==> config.mk <==
export PLATFORM = sky130hd
export DESIGN_NAME = trigger_stream_word_aligner
export DESIGN_NICKNAME = d
export VERILOG_FILES = /design/src/rtl/trigger_stream_word_aligner.sv
export SDC_FILE = /design/constraint.sdc
export NUM_CORES = 1
export LEC_CHECK = 0
export ABC_CLOCK_PERIOD_IN_PS = 3400
export CAP_MARGIN = 20
export CORE_ASPECT_RATIO = 0.6
export CORE_MARGIN = 1.5
export CORE_UTILIZATION = 56
export DETAILED_ROUTE_END_ITERATION = 6
export GPL_TIMING_DRIVEN = 0
export PLACE_DENSITY = 0.79
export SLEW_MARGIN = 20
export SYNTH_ARGS = -nofsm -noshare
export SYNTH_HDL_FRONTEND = slang
export SYNTH_SLANG_ARGS = --single-unit
==> constraint.sdc <==
create_clock -name clock -period 3.4 [get_ports clock]
set_input_delay 0.34 -clock clock [delete_from_list [all_inputs] [get_ports clock]]
set_output_delay 0.34 -clock clock [all_outputs]
set_load 0.02 [all_outputs]
==> src/rtl/trigger_stream_word_aligner.sv <==
// trigger_stream_word_aligner: finds the bit offset of the 8-word trigger frame, checks each word and tracks lock.
// Optional error_count port enabled by defining TRIGGER_RX_ERROR_COUNTER_EN.
module trigger_stream_word_aligner #(
    parameter int LOCK_FRAMES = 2,
    parameter int LOSS_FRAMES = 2
) (
    input  logic        clock,
    input  logic        reset_n,
    input  logic [7:0]  word_in,
`ifdef TRIGGER_RX_ERROR_COUNTER_EN
    output logic [15:0] error_count,
`endif
    output logic [7:0]  aligned_word,
    output logic        word_valid,
    output logic        frame_start,
    output logic        frame_good,
    output logic        frame_bad,
    output logic        locked,
    output logic [2:0]  bit_offset,
    output logic [2:0]  word_index
);
    localparam logic [63:0] FRAME  = 64'hFFFF_F399_8001_CCAA;
    localparam logic [4:0]  LOCK_N = 5'(LOCK_FRAMES);
    localparam logic [4:0]  LOSS_N = 5'(LOSS_FRAMES);

    typedef enum logic {SEARCH, CHECK} state_t;

    state_t      state_q;
    logic [23:0] sr_q;
    logic [2:0]  idx_q, off_q, widx_q;
    logic [7:0]  aligned_q;
    logic        valid_q, start_q, good_q, bad_q, locked_q;
    logic [3:0]  good_cnt_q, bad_cnt_q;
    logic        hit, good_d, bad_d;
    logic [2:0]  hit_k;
    logic [7:0]  cur, exp_w;

    // Descending scan so the smallest matching offset is the one kept
    always_comb begin
        hit = 1'b0;
        hit_k = 3'd0;
        for (int k = 7; k >= 0; k--)
            if (sr_q[15-k -: 8] == 8'hFF && sr_q[23-k -: 8] == 8'h00) begin
                hit = 1'b1;
                hit_k = 3'(k);
            end
    end

    assign cur    = sr_q[15-off_q -: 8];
    assign exp_w  = FRAME[63-8*idx_q -: 8];
    assign good_d = state_q == CHECK && cur == exp_w && idx_q == 3'd7;
    assign bad_d  = state_q == CHECK ? cur != exp_w : hit && locked_q && hit_k != off_q;

    always_ff @(posedge clock or negedge reset_n) begin
        if (!reset_n) begin
            state_q    <= SEARCH;
            sr_q       <= '0;
            idx_q      <= '0;
            off_q      <= '0;
            widx_q     <= '0;
            aligned_q  <= '0;
            valid_q    <= 1'b0;
            start_q    <= 1'b0;
            good_q     <= 1'b0;
            bad_q      <= 1'b0;
            locked_q   <= 1'b0;
            good_cnt_q <= '0;
            bad_cnt_q  <= '0;
        end else begin
            sr_q    <= {sr_q[15:0], word_in};
            valid_q <= 1'b0;
            start_q <= 1'b0;
            good_q  <= good_d;
            bad_q   <= bad_d;
            if (state_q == SEARCH) begin
                if (hit) begin
                    aligned_q <= 8'hFF;
                    widx_q    <= 3'd0;
                    valid_q   <= 1'b1;
                    start_q   <= 1'b1;
                    off_q     <= hit_k;
                    idx_q     <= 3'd1;
                    state_q   <= CHECK;
                end
            end else begin
                aligned_q <= cur;
                valid_q   <= 1'b1;
                widx_q    <= idx_q;
                if (cur != exp_w || idx_q == 3'd7)
                    state_q <= SEARCH;
                else
                    idx_q <= idx_q + 3'd1;
            end
            if (good_d) begin
                bad_cnt_q  <= '0;
                good_cnt_q <= good_cnt_q == 4'hF ? 4'hF : good_cnt_q + 4'd1;
                if ({1'b0, good_cnt_q} + 5'd1 >= LOCK_N)
                    locked_q <= 1'b1;
            end
            if (bad_d) begin
                good_cnt_q <= '0;
                bad_cnt_q  <= bad_cnt_q == 4'hF ? 4'hF : bad_cnt_q + 4'd1;
                if ({1'b0, bad_cnt_q} + 5'd1 >= LOSS_N)
                    locked_q <= 1'b0;
            end
        end
    end

`ifdef TRIGGER_RX_ERROR_COUNTER_EN
    logic [15:0] err_q;

    always_ff @(posedge clock or negedge reset_n) begin
        if (!reset_n)
            err_q <= '0;
        else if (bad_d && err_q != 16'hFFFF)
            err_q <= err_q + 16'd1;
    end

    assign error_count = err_q;
`endif

    assign aligned_word = aligned_q;
    assign word_valid   = valid_q;
    assign frame_start  = start_q;
    assign frame_good   = good_q;
    assign frame_bad    = bad_q;
    assign locked       = locked_q;
    assign bit_offset   = off_q;
    assign word_index   = widx_q;
endmodule

# Word level (Yosys, flattened, before mapping)
# Cells that the tools add are included.
# classes
n_addsub	7
n_lt_le_gt_ge	2
eq_ne	15
n_shift	2
muxes	39
n_bitwise	1
n_reduce_logical	25
# ops
cell	n
71-bit by 33-bit variable part select with 8-bit output (first input constant)	1
8-bit == test (second input constant)	8
8-bit logical NOT	8
3-bit 2-to-1 mux	13
31-bit by 33-bit variable part select with 8-bit output	1
4-bit 2-to-1 mux	6
1-bit 2-to-1 mux	18
8-bit 2-to-1 mux	2
1-bit logical AND	12
4-bit by 1-bit adder with 5-bit output (second input constant)	2
5-bit by 2-bit greater-or-equal comparator with 1-bit output (second input constant)	2
4-bit by 1-bit adder with 4-bit output (second input constant)	2
4-bit == test (second input constant)	2
8-bit == test	1
8-bit inequality test	1
6-bit by 6-bit subtractor with 7-bit output (first input constant)	1
4-bit by 3-bit subtractor with 5-bit output (first input constant)	1
2-bit AND reduction	2
2-bit nonzero test	2
3-bit by 1-bit adder with 3-bit output (second input constant)	1
3-bit == test (second input constant)	1
3-bit inequality test	1
2-bit inequality test (second input constant)	1
1-bit logical OR	1
1-bit NOT	1
# word_totals
reg_bits	55
in_bits	10
out_inout_bits	19
wordCells	104

# Longest topological paths before layout
# depth
ltp_word	14
ltp_mapped	10
depth_no_buf	9

# Worst setup path after synthesis
# OpenSTA, ideal clock, no wires.
# synth_path
path_type	reg2reg
startpoint	register off_q[1] (netlist: bit_offset[1])
endpoint	register idx_q[2]
setup_ns	0.128
arrival_time_ns	2.530
required_ns	3.272
path_slack_ns	0.742
path_stages_with_launch	9
path_buffers	1
period_less_slack_ns	2.658
path_cell_list	dfrtp_1 buf_6 mux4_2 mux2i_1 nand3_1 a211oi_2 nand4_1 nor2_1 mux2_1
# synth_between
elab_chain_len	6
# synth_rtl
item	line	text
from (decl)	30	logic [2:0] idx_q, off_q, widx_q;
from (signal assigned)	81	off_q <= hit_k;
4-bit by 3-bit subtractor with 5-bit output	49	assign cur = sr_q[15-off_q -: 8];
31-bit by 33-bit variable part select with 8-bit output	49	
8-bit inequality test	89	if (cur != exp_w || idx_q == 3'd7)
1-bit logical OR	89	
2-bit inequality test (no line)	--	
2-bit AND reduction (no line)	--	
to (signal assigned)	92	idx_q <= idx_q + 3'd1;
to (decl)	30	
# No other way between the ends.
# A chain may end at the register's enable or synchronous reset.

# Final worst setup path
# Same ends and word-level chain as after synthesis.

==> flow_summary.ini <==
[run_status]
outcome = complete, no violations

[clocking]
cts_setup_buffers = 0
hold_buffers = 0
htreeDepth = 2
clock-sinks = 55
insertion_delay_ns = 0.31
clockBufferDepth = 2
numCtsBuffers = 5
ctsResizeCount = 0
cts_root_buffer = clkbuf_8
cts_tree = yes
clk_pin_slew_ns = 0.10

[yosys]
netlist_instances = 236
synth_top_area_share = 0.495
synth_seq_area_share = 0.495
synth_ff_type = dfrtp_1
syn_nets = 257
synth_common_cells = dfrtp_1 (55), a21oi_1 (17), nor2_1 (17)
avgSynthCellArea_sq_um = 11.8
synth-seq-cells = 55
yosys.cell_count.top_type = dfrtp_1
yosys_warnings = 0
synth.cell_area_sq_um = 2780
yosys-top-cells-area = dfrtp_1 (50%), ha_1 (5.0%), mux4_2 (4.1%), mux4_1 (3.8%), mux2i_1 (3.6%)
async_flop_share = 1.00
ys_types = 46
synth_area_leader_cell = dfrtp_1
synth_edf_count = 0

[drt]
wl_met2_microns = 2190
vias_per_cell = 5.83
drc = 0
wl_per_cell_microns = 16.4
via_count = 1953
met3_length_microns = 408
routed_wl_microns = 5500
drt_iter0_drc = 195
m1WireLength_microns = 2830
top_layer = met4
antenna_left = 0
first_pass_iters = 4

[global_route]
antenna_found_initial = 0
grt_pass1_wl_microns = 9450
grt_overflow = 0
gr-usage-all-layers = 0.236
grt_max_degree = 56
grt_pass1_vias = 1896

[placed_design]
gp_congestion = 0.932
io_buffer_count = 28
placed_area_sq_um = 3140
place.detailed.hpwl_microns = 4090

[timing]
maxSlewViolCount = 0
fin_crit_ns = 2.91
finalSetupViolations = 0
worst_slew_pin_slew_ns = 0.659
fin_skew_ns = 0.00705
final.setup.tns_ns = 0
max_slew_margin = 0.561
hold_viol_final = 0
fmax_mhz = 344
hold_ws_ns = 0.0593
rsz0062_at_grt = no
layout_worst_path_cycle_share = 0.856

[setup_path]
required_ns = 3.60
crit_type = reg -> reg
worstPathArrival_ns = 3.11
cp-end-kind = flop
reg2reg_slack_ns = 0.49
ff2ff_path_depth = 8
startpoint_type = flop
path_max_fanout = 10

[floorplanning]
dieHeight_microns = 57.6
coreArea_sq_um = 4660
initial_core_util = 0.596
ioPinCount = 29
rows = 19
die-area_sq_um = 5410
die_x_microns = 93.9

[final_layout]
stdcell_area_sq_um = 3230
nets = 292
num_antenna_cells = 0
drive_gt1_frac = 0.103
utilization = 0.694
syn_to_final_growth_pct = 16.4

[job]
drv_cap = 0

[power]
leakagePower_nw = 1.40
peakVddDrop_mv = 0.300
powerDensity_nw_per_um2 = 353

[hold_path]
hold_class = in -> async
## stage by stage
stage / power (mW) / setup WS, ns / std cells
final: 1.14 / 0.489 / 335
after detailed placement: 0.774 / 0.545 / 327
after global routing: 1.19 / 0.257 / 335
after CTS: 1.15 / 0.495 / 335
after floorplan: 0.733 / 0.742 / 236
after global placement: 0.771 / 0.421 / 327
## power by group
part	switching, mW	leakage [nW]	internal, mW
combinational	0.0366	0.639	0.0345
sequential	0.0187	0.712	0.671
clock	0.214	0.0474	0.167
## worst max-delay path: stages, from the launching register on
cell and delay (ns):
dfrtp_1 0.43, buf_6 0.18, mux4_2 0.55, mux2i_1 0.29, nand3_1 0.17, a211oi_2 0.32, nand4_1 0.24, nor2_1 0.28
mux2_1 0.35
## path summary, 6_finish.rpt
path / startpoint / to
max reg2reg: bit_offset[1] / idx_q[2]
min: reset_n / sr_q[3]
max: bit_offset[1] / idx_q[2]
max in group asynchronous: reset_n / word_index[1]
min in group clock: sr_q[0] / sr_q[8]
min reg2reg: sr_q[0] / sr_q[8]
## cells by family (layout without fill, tap and decap cells)
family | count (synthesis) | count (layout) | share of synthesized area
AOI/OAI and AO/OA | 50 | 50 | 0.121
adders and majority gates | 11 | 11 | 0.0495
muxes | 24 | 24 | 0.140
DFF | 55 | 55 | 0.495
buffers and inverters | 23 | 59 | 0.0401
and+or+nand+nor | 63 | 63 | 0.123
xor gates and xnor gates | 10 | 10 | 0.0315
## layout make-up
class | instances | area, sq um
fillers | 355 | 1430
clock inverters | 2 | 16.3
flip-flops and latches | 55 | 1380
repair buffers | 28 | 278
multi-input cells | 158 | 1290
plain buffers | 8 | 55.1
inverters | 15 | 56.3
clock buffers | 6 | 82.6
well taps | 63 | 78.8
## sequential cells by signal, summed over array words and instances (netlist names)
signal and cells:
aligned_word 8, frame_bad 1, frame_start 1, frame_good 1, word_valid 1, good_cnt_q 4, bit_offset 3, locked 1
state_q 1, sr_q 24, bad_cnt_q 4, word_index 3, idx_q 3
## cells in the final DEF (no fill, tap or decap), types with 4 or more instances in the layout
| cell | instances |
|---|---|
| a21oi_1 | 17 |
| clkbuf_8 | 6 |
| clkdlybuf4s50_1 | 27 |
| dfrtp_1 | 55 |
| ha_1 | 11 |
| inv_1 | 14 |
| mux2i_1 | 10 |
| mux4_1 | 4 |
| mux4_2 | 5 |
| nand2_1 | 10 |
| nand3_1 | 8 |
| nor2_1 | 17 |
| nor2b_1 | 11 |
| nor4bb_1 | 6 |
| o21ai_0 | 7 |
| o22ai_1 | 5 |
| xnor2_1 | 5 |
| xor2_1 | 5 |
## metal layers
| layer | global-route usage | vias up |
|---|---|---|
| met4 | 0.0746 | 0 |
| met2 | 0.312 | 74 |
| met1 | 0.373 | 940 |
| met3 | 0.0667 | 8 |
| li1 | - | 931 |
| met5 | 0.0185 | - |
No activity file was read; power rests on OpenSTA's default activity.
==> edit (same settings) <==
Put one more register stage on the output `frame_bad`, cleared by the reset. The value now appears one clock later. The other outputs are not delayed to match.
--- a/src/rtl/trigger_stream_word_aligner.sv
+++ b/src/rtl/trigger_stream_word_aligner.sv
@@ -123,7 +123,13 @@
     assign word_valid   = valid_q;
     assign frame_start  = start_q;
     assign frame_good   = good_q;
-    assign frame_bad    = bad_q;
+    always_ff @(posedge clock or negedge reset_n) begin
+        if (!reset_n) begin
+            frame_bad <= '0;
+        end else begin
+            frame_bad <= bad_q;
+        end
+    end
     assign locked       = locked_q;
     assign bit_offset   = off_q;
     assign word_index   = widx_q;
Formal check against the unedited RTL: not equivalent (Yosys sat finds a counterexample within 10 cycles, from zero or initial values and one cycle with reset_n low).
==> edit against the original RTL <==
Sequential share of layout area is 2.1 points lower; clock skew is 0.0038 ns higher; sequential cell count rose by 1; power increased by 7.6%; highest routed layer unchanged; setup slack got worse by 0.26 ns; largest cell class is now multi-input gates; synthesized area up 7.1%; design area rose by 7.0%; global-route usage down 0.37 points; hold slack gained 0.0014 ns; wire length increased by 11%; cell count up 6.9%; maximum frequency fell by 8.1%.
==> edit: results (changes against the original RTL) <==
Clock latency on the worst-skew pair: 0.31 ns (about the same)
First-pass GRT wire length: 10.3 mm (+9.0%)
Seq/Total Area, Yosys: 0.471 (-0.0245)
Wire length per cell: 17.0 um (+3.7%)
Top_reg_cell synth: dfrtp_1
H-tree levels: 2 (unchanged)
Critical Path Fanout Max: 10 (unchanged)
Cells after Synth: 256 (+8.5%)
Fill cell count: 359 (+1.1%)
Initial antenna violation count: 0 (unchanged)
IR drop worst, VDD: 226 uV (-25%)
Vias in the first global route: 2034 (+7.3%)
Placer congestion estimate: 0.852 (-8.6%)
Distinct cells, synth: 49 (+6.5%)
Max incr delay on CP: 0.55 ns (about the same)
Final nets: 312 (+6.8%)
Num CTS Buffers: 5 (unchanged)
Vias per cell: 6.08 (+4.2%)
Final WL: 6.10 mm (+11%)
Largest net degree at the start of global routing: 57 (+1.8%)
Pre-CTS setup slack: 0.177 ns (-0.368 ns)
CTS Root Cell: clkbuf_8
Largest cells by area after synthesis: dfrtp_1 (47%), mux4_2 (11%), ha_1 (4.6%), mux2i_1 (3.4%), a21oi_1 (3.0%)
Buffers on Ports: 28 (unchanged)
Status: finished clean
Clock tree buffer depth: 2 (unchanged)
Crit path max-delay family: multiplexers
First-pass DRT Iterations: 4 (unchanged)
Synth top cells by count: dfrtp_1 (56), a21oi_1 (18), mux4_2 (14)
GRT Total Usage: 0.233 (-0.00368)
LEAKAGE: 1.44 nW (+3.3%)
Largest register by flop count: sr_q
Placed insts: 350 (+7.0%)
Max FFs per register: 24 (unchanged)
DR iter-0 viols: 190 (-2.6%)
Layout cell share with drive strength beyond 1: 0.127 (+0.0238)
Critical Path AT: 3.40 ns (+0.29 ns)
Clock Skews: 0.0109 ns (+0.00384 ns)
Number of setup buffers added after CTS: 0 (unchanged)
Post-Syn Nets: 277 (+7.8%)
Post-synth ARST share: 1.00 (unchanged)
Worst-margin pin slew: 0.734 ns (+0.0751 ns)
Warnings from Yosys: 0 (unchanged)
Post-DP Area: 3340 sq um (+6.4%)
Hold Crit Class: input port to asynchronous set/reset pin
CP max stage cell: mux4_2
Hpwl dp: 4.47 mm (+9.4%)
# diodes: 0 (unchanged)
Register clock-pin slew on the reported worst setup and hold paths: 0.10 ns (about the same)
-- edit: cell count changes after synthesis, sizes merged, moves of 3 or more --
cell,unedited run,this run
buf,5,8
mux4,9,14
nand2,10,13
nor3,3,12
a31oi,1,5
o22ai,5,2
nor2,18,8
inv,14,10
and2,0,3
-- edit: stage by stage --
step                      hold WS (ns)   util
after global routing             0.121  0.681
after CTS                       0.0895  0.679
after global placement           0.334  0.657
final                           0.0608  0.681
after detailed placement         0.335  0.657
after floorplan                 0.0444      -
-- edit: layout make-up --
cell class                      count  area [sq um]  share of cell area
Buffer                             13          70.1              0.0202
Clock buffer                        6          72.6              0.0210
Clock inverter                      2          38.8              0.0112
Inverter                           10          37.5              0.0108
Multi-Input combinational cell    177          1480               0.428
Sequential cell                    56          1400               0.405
Tap cell                           66          82.6              0.0239
Timing Repair Buffer               28           278              0.0803
-- edit: cell families (layout without fill, tap and decap cells) --
logic type / after synthesis / in the layout / synth area share
compound gates: 55 / 55 / 0.123
xor+xnor: 10 / 10 / 0.0294
flops: 56 / 56 / 0.471
simple gates: 75 / 75 / 0.148
buf+inv: 23 / 59 / 0.0353
mux: 26 / 26 / 0.147
fa+ha+maj: 11 / 11 / 0.0462
-- edit: metal layers --
metal / track usage / up-vias / share of wire
met1: 0.377 / 1035 / 0.49
met4: 0.0580 / 0 / 0.0079
met5: 0 / - / 0
li1: - / 1030 / -
met2: 0.295 / 105 / 0.38
met3: 0.0696 / 5 / 0.12
-- edit: timing repair --
| action | CTS | global route |
|---|---|---|
| resized for setup | 0 | 3 |
| hold endpoints to repair | 0 | 0 |
| endpoints found under the setup margin | 0 | 4 |
| hold buffers | 0 | 0 |
-- edit: where the power goes --
group	switching [mW]	internal, mW	leakage (nW)	total, mW
clock	0.215	0.223	0.0558	0.438
combinational	0.0421	0.0428	0.662	0.0849
sequential	0.0230	0.683	0.726	0.706
-- edit: worst paths after layout --
| path | from | to | slack (ns) | cells past startpoint |
|---|---|---|---|---|
| min | reset_n | good_cnt_q[0]$_DFFE_PN0P_ | 0.06 | 1 |
| max reg2reg | bit_offset[2]$_DFFE_PN0P_ | good_cnt_q[3]$_DFFE_PN0P_ | 0.23 | 9 |
| min in group clock | bad_q$_DFF_PN0_ | frame_bad$_DFF_PN0_ | 0.36 | 0 |
| max | bit_offset[2]$_DFFE_PN0P_ | good_cnt_q[3]$_DFFE_PN0P_ | 0.23 | 9 |
| max in group asynchronous | reset_n | sr_q[8]$_DFF_PN0_ | 2.90 | 1 |
| min reg2reg | bad_q$_DFF_PN0_ | frame_bad$_DFF_PN0_ | 0.36 | 0 |
